==> config.mk <==
export PLATFORM = sky130hd
export DESIGN_NAME = if_id_buf
export DESIGN_NICKNAME = d
export VERILOG_FILES = /design/src/rtl/if_id_buf.sv
export SDC_FILE = /design/constraint.sdc
export NUM_CORES = 1
export LEC_CHECK = 0
export ABC_AREA = 1
export CORE_MARGIN = 2
export CORE_UTILIZATION = 30
export DETAILED_ROUTE_END_ITERATION = 10
export SLEW_MARGIN = 10
export SYNTH_ARGS = -nofsm -noshare
export SYNTH_HDL_FRONTEND = slang
export SYNTH_SLANG_ARGS = --single-unit
==> constraint.sdc <==
create_clock -name clk -period 1.74 [get_ports clk]
set_input_delay 0.435 -clock clk [delete_from_list [all_inputs] [get_ports clk]]
set_output_delay 0.435 -clock clk [all_outputs]
set_load 0.01 [all_outputs]
==> src/rtl/if_id_buf.sv <==
// IF/ID decoupling buffer: two-entry skid FIFO between fetch and decode.
// A flush drops every buffered and incoming wrong-path instruction. Decode sees a NOP while the buffer is empty.
module if_id_buf #(
   parameter int                INST_W   = 32,
   parameter int                ADDR_W   = 64,
   parameter logic [INST_W-1:0] NOP_INST = 32'h0000_0013
) (
   input  logic              clk,
   input  logic              rst,
   input  logic              in_valid,
   output logic              in_ready,
   input  logic [INST_W-1:0] in_inst,
   input  logic [ADDR_W-1:0] in_pc,
   input  logic              flush,
   output logic              out_valid,
   input  logic              out_ready,
   output logic [INST_W-1:0] out_inst,
   output logic [ADDR_W-1:0] out_pc,
   output logic [1:0]        occ
);

   logic [INST_W-1:0] entry_inst [2];
   logic [ADDR_W-1:0] entry_pc   [2];
   logic              wr_ptr;
   logic              rd_ptr;
   logic [1:0]        count;
   logic              push;
   logic              pop;

   // in_ready is forced low while reset is held. It never depends on out_ready.
   assign in_ready  = rst && (count != 2'd2);
   assign out_valid = (count != 2'd0);
   assign occ       = count;
   assign push      = in_valid && in_ready;
   assign pop       = out_valid && out_ready;

   always_comb begin
      out_inst = NOP_INST;
      out_pc   = '0;
      if (count != 2'd0) begin
         out_inst = entry_inst[rd_ptr];
         out_pc   = entry_pc[rd_ptr];
      end
   end

   always_ff @(posedge clk or negedge rst) begin
      if (!rst) begin
         // NOTE: the two entries are small enough to clear on reset like ordinary registers; larger RAMs normally are not reset.
         for (int i = 0; i < 2; i++) begin
            entry_inst[i] <= '0;
            entry_pc[i]   <= '0;
         end
         wr_ptr <= 1'b0;
         rd_ptr <= 1'b0;
         count  <= 2'd0;
      end else if (flush) begin
         // Flush overrides push and pop. A concurrent pop has still been consumed by decode.
         wr_ptr <= 1'b0;
         rd_ptr <= 1'b0;
         count  <= 2'd0;
      end else begin
         if (push) begin
            entry_inst[wr_ptr] <= in_inst;
            entry_pc[wr_ptr]   <= in_pc;
            wr_ptr             <= ~wr_ptr;
         end
         if (pop) begin
            rd_ptr <= ~rd_ptr;
         end
         case ({push, pop})
            2'b10:   count <= count + 2'd1;
            2'b01:   count <= count - 2'd1;
            default: count <= count;
         endcase
      end
   end

endmodule

==> flow_summary.yaml <==
placement:
  gp_congestion: 0.759
  dpl.hpwl_mm: 16.8
  portBuffers: 200
power:
  p_int_w: 0.0112
  p_comb_share_pct: 36.9
  power_frac_clock_pct: 23.0
  power.leakage_nw: 7.22
  switching_power_w: 0.00629
  power.density_nw_per_um2: 1150
  ir_drop_mv: 0.554
  p_sw_share_pct: 36.0
  seqPwrFrac_pct: 40.0
  power.total_w: 0.0175
drt:
  ant_nets: 0
  vias_per_cell: 4.63
  post_drt_wl_per_cell_um: 16.9
  vias: 8247
  drcViolationCount: 0
  routed_wl_mm: 30.1
  first_pass_iters: 4
  drtIter0Drc: 395
global_route:
  grt_usage_pct: 16.6
  grt_pass1_vias: 7908
  grt_pass1_wl_mm: 43.5
  grt_max_degree: 157
  grt-ovfl-total: 0
  antenna_found_initial: 0
sta:
  max_freq_ghz: 0.469
  worst_pin_slew_ns: 0.922
  finalHoldViolCount: 0
  finalSetupViolCount: 187
  rsz0062_at_grt: "yes"
  final.setup.worst_slack_ns: -0.394
  clock_skew_ns: 0.00812
  period_needed_ns: 2.13
  timing.slew.headroom_pct: 38.5
  fin_crit_sh_pct: 123
  slew_viol_final: 0
  setup_tns_ns: -35.19
critical_path:
  worstPathMaxFanout: 8
  r2r_slack_ns: -0.08
  r2r-start: "occ[1]"
  r2r-end: "entry_pc[60]"
  cp-start-kind: "flop"
  worstSetupEndpointType: "primary output"
  cp-startpoint: "rd_ptr"
  worst-setup-path-type: "flop to primary output"
  endpoint: "out_pc[59]"
  cp.required_ns: 1.30
  cp.arrival_ns: 1.70
  ff2ff_path_depth: 10
final_layout:
  drive_gt1_share_pct: 48.6
  final_nets: 1472
  syn_to_final_growth_pct: 62.9
  fillers: 2831
synthesis:
  seq_area_frac_synth_pct: 52.5
  synth.net_count: 1172
  ys_ff_latch: 196
  synth.avg_cell_area_um2: 8.72
  yosys_warnings: 0
  yosysTopAreaCellShare_pct: 52.5
  yosysUniqueCellTypes: 19
  netlist_area_um2: 9340
  async_flop_share_pct: 100
  synth_area_leaders: "dfrtp_1, nand2_1, o21ai_2"
  synth_area_leader_cell: "dfrtp_1"
  synth_edf_count: 0
  synth_cells: 1071
  ys.flop_type: "dfrtp_1"
floorplanning:
  die_height_um: 180
  io_pins: 201
  fp.dieArea_um2: 32500
  fp.dieW_um: 180
  start_util_pct: 30.5
  rows: 64
  coreArea_um2: 30600
clock_tree:
  cts_buffers: 17
  insertion_delay_ns: 0.42
  clock_sinks: 196
  tritoncts: "yes"
  path_clk_slew_ns: 0.08
  clock_path_buffers: 2
  cts_max_level: 4
  cts-root-buf: "clkbuf_16"
run_status:
  outcome: "finished, violations left"
  violations: "negative setup slack"
worst_hold_path:
  hold_class: "primary input to asynchronous set/reset pin"
run:
  cap_violations: 0
[what timing repair did]
item | 4_1_cts | 5_1_grt
pin swaps | 15 | 22
hold buffers | 0 | 0
resized for setup | 515 | 330
cloned | 9 | 31
buffers inserted | 32 | 20
endpoints found under the setup margin | 100 | 229
[cells in the final DEF (no fill, tap or decap), types with 2 or more instances in the layout]
cell type,instances
o21ai_0,18
nand2_2,75
clkdlybuf4s50_1,99
buf_16,11
inv_6,6
nand3_4,3
buf_6,39
clkinv_8,4
clkbuf_16,43
buf_4,38
nand2_4,88
nand3_1,4
dfrtp_1,194
inv_8,2
a21oi_1,14
inv_1,100
buf_2,91
nand2_1,233
buf_12,38
nand3_2,2
a21oi_2,78
inv_4,2
nand4_1,2
o21ai_2,130
clkbuf_8,3
buf_8,11
a21oi_4,2
o21ai_1,46
[synthesized netlist by cell type, types with 2 or more instances]
| cell | count |
|---|---|
| nand2_1 | 394 |
| o21ai_0 | 19 |
| inv_2 | 2 |
| nand2_2 | 2 |
| buf_6 | 32 |
| o21ai_2 | 124 |
| clkbuf_1 | 21 |
| dfrtp_1 | 196 |
| inv_1 | 101 |
| buf_2 | 20 |
| a21oi_1 | 94 |
| nor2_1 | 2 |
| nand4_1 | 2 |
| nand3_1 | 7 |
| o21ai_1 | 51 |
[worst min-delay path by stage]
stage,slack [ns],start,depth (start not counted),to
6_report,0.25,rst,3,entry_pc[58]
5_1_grt,0.27,rst,3,entry_pc[104]
4_1_cts,0.24,rst,3,entry_pc[42]
3_5_place_dp,0.47,entry_inst[27],2,entry_inst[27]
3_3_place_gp,0.46,entry_pc[50],2,entry_pc[50]
2_1_floorplan,0.14,rst,0,entry_inst[0]
[logic make-up after synthesis]
kind of cell / synth area share [%]
flops: 52.5
simple gates: 17.0
compound gates: 20.5
buf+inv: 9.92
[cell type report]
| type | count | area (um2) | share of cell area (%) |
|---|---|---|---|
| Sequential cell | 196 | 4910 | 32.3 |
| Multi-Input combinational cell | 699 | 4740 | 31.2 |
| Clock buffer | 19 | 453 | 2.98 |
| Antenna cell | 1 | 2.50 | 0.0165 |
| Clock inverter | 13 | 138 | 0.905 |
| Timing Repair Buffer | 354 | 4060 | 26.7 |
| Tap cell | 396 | 495 | 3.26 |
| Inverter | 103 | 404 | 2.66 |
[through the flow]
stage / hold WS [ns] / util [%] / instances / instance area (um2) / setup WS, ns
floorplan: 0.139 / - / 1071 / 9340 / 0.0930
global placement: 0.462 / 40.0 / 1663 / 12200 / -0.362
detailed placement: 0.468 / 40.0 / 1663 / 12200 / -0.358
CTS: 0.242 / 43.5 / 1736 / 13300 / -0.452
global route: 0.268 / 49.7 / 1780 / 15200 / -0.485
finish: 0.246 / 49.7 / 1781 / 15200 / -0.394
[power by group through the flow]
| stage | Sequential (W) | Clock (W) | Combinational (W) |
|---|---|---|---|
| CTS | 0.00658 | 0.00414 | 0.00537 |
| global route | 0.00716 | 0.00435 | 0.00704 |
| detailed placement | 0.00661 | 0 | 0.00472 |
| finish | 0.00700 | 0.00403 | 0.00646 |
| floorplan | 0.00640 | 0 | 0.00273 |
| global placement | 0.00658 | 0 | 0.00465 |
[sequential cells by signal (all words and copies together), names as in the netlist]
name        flops
wr_ptr          1
entry_pc      128
rd_ptr          1
entry_inst     64
occ             2
[worst max-delay path, stage by stage (launching register included)]
cell,delay (ns)
dfrtp_4,0.54
clkinv_8,0.12
buf_12,0.13
buf_16,0.14
nand2_1,0.07
a21oi_2,0.11
buf_2,0.14
[layer usage]
metal	GRT usage (%)	share of wire (%)	vias to the layer above	routed length, um
met1	23.6	47	4005	14100
met3	3.62	5.0	17	1500
met4	3.39	1.2	0	357
met2	26.1	47	202	14200
li1	-	-	4023	-
met5	0	0	-	0
(Power assumes the default switching activity.)
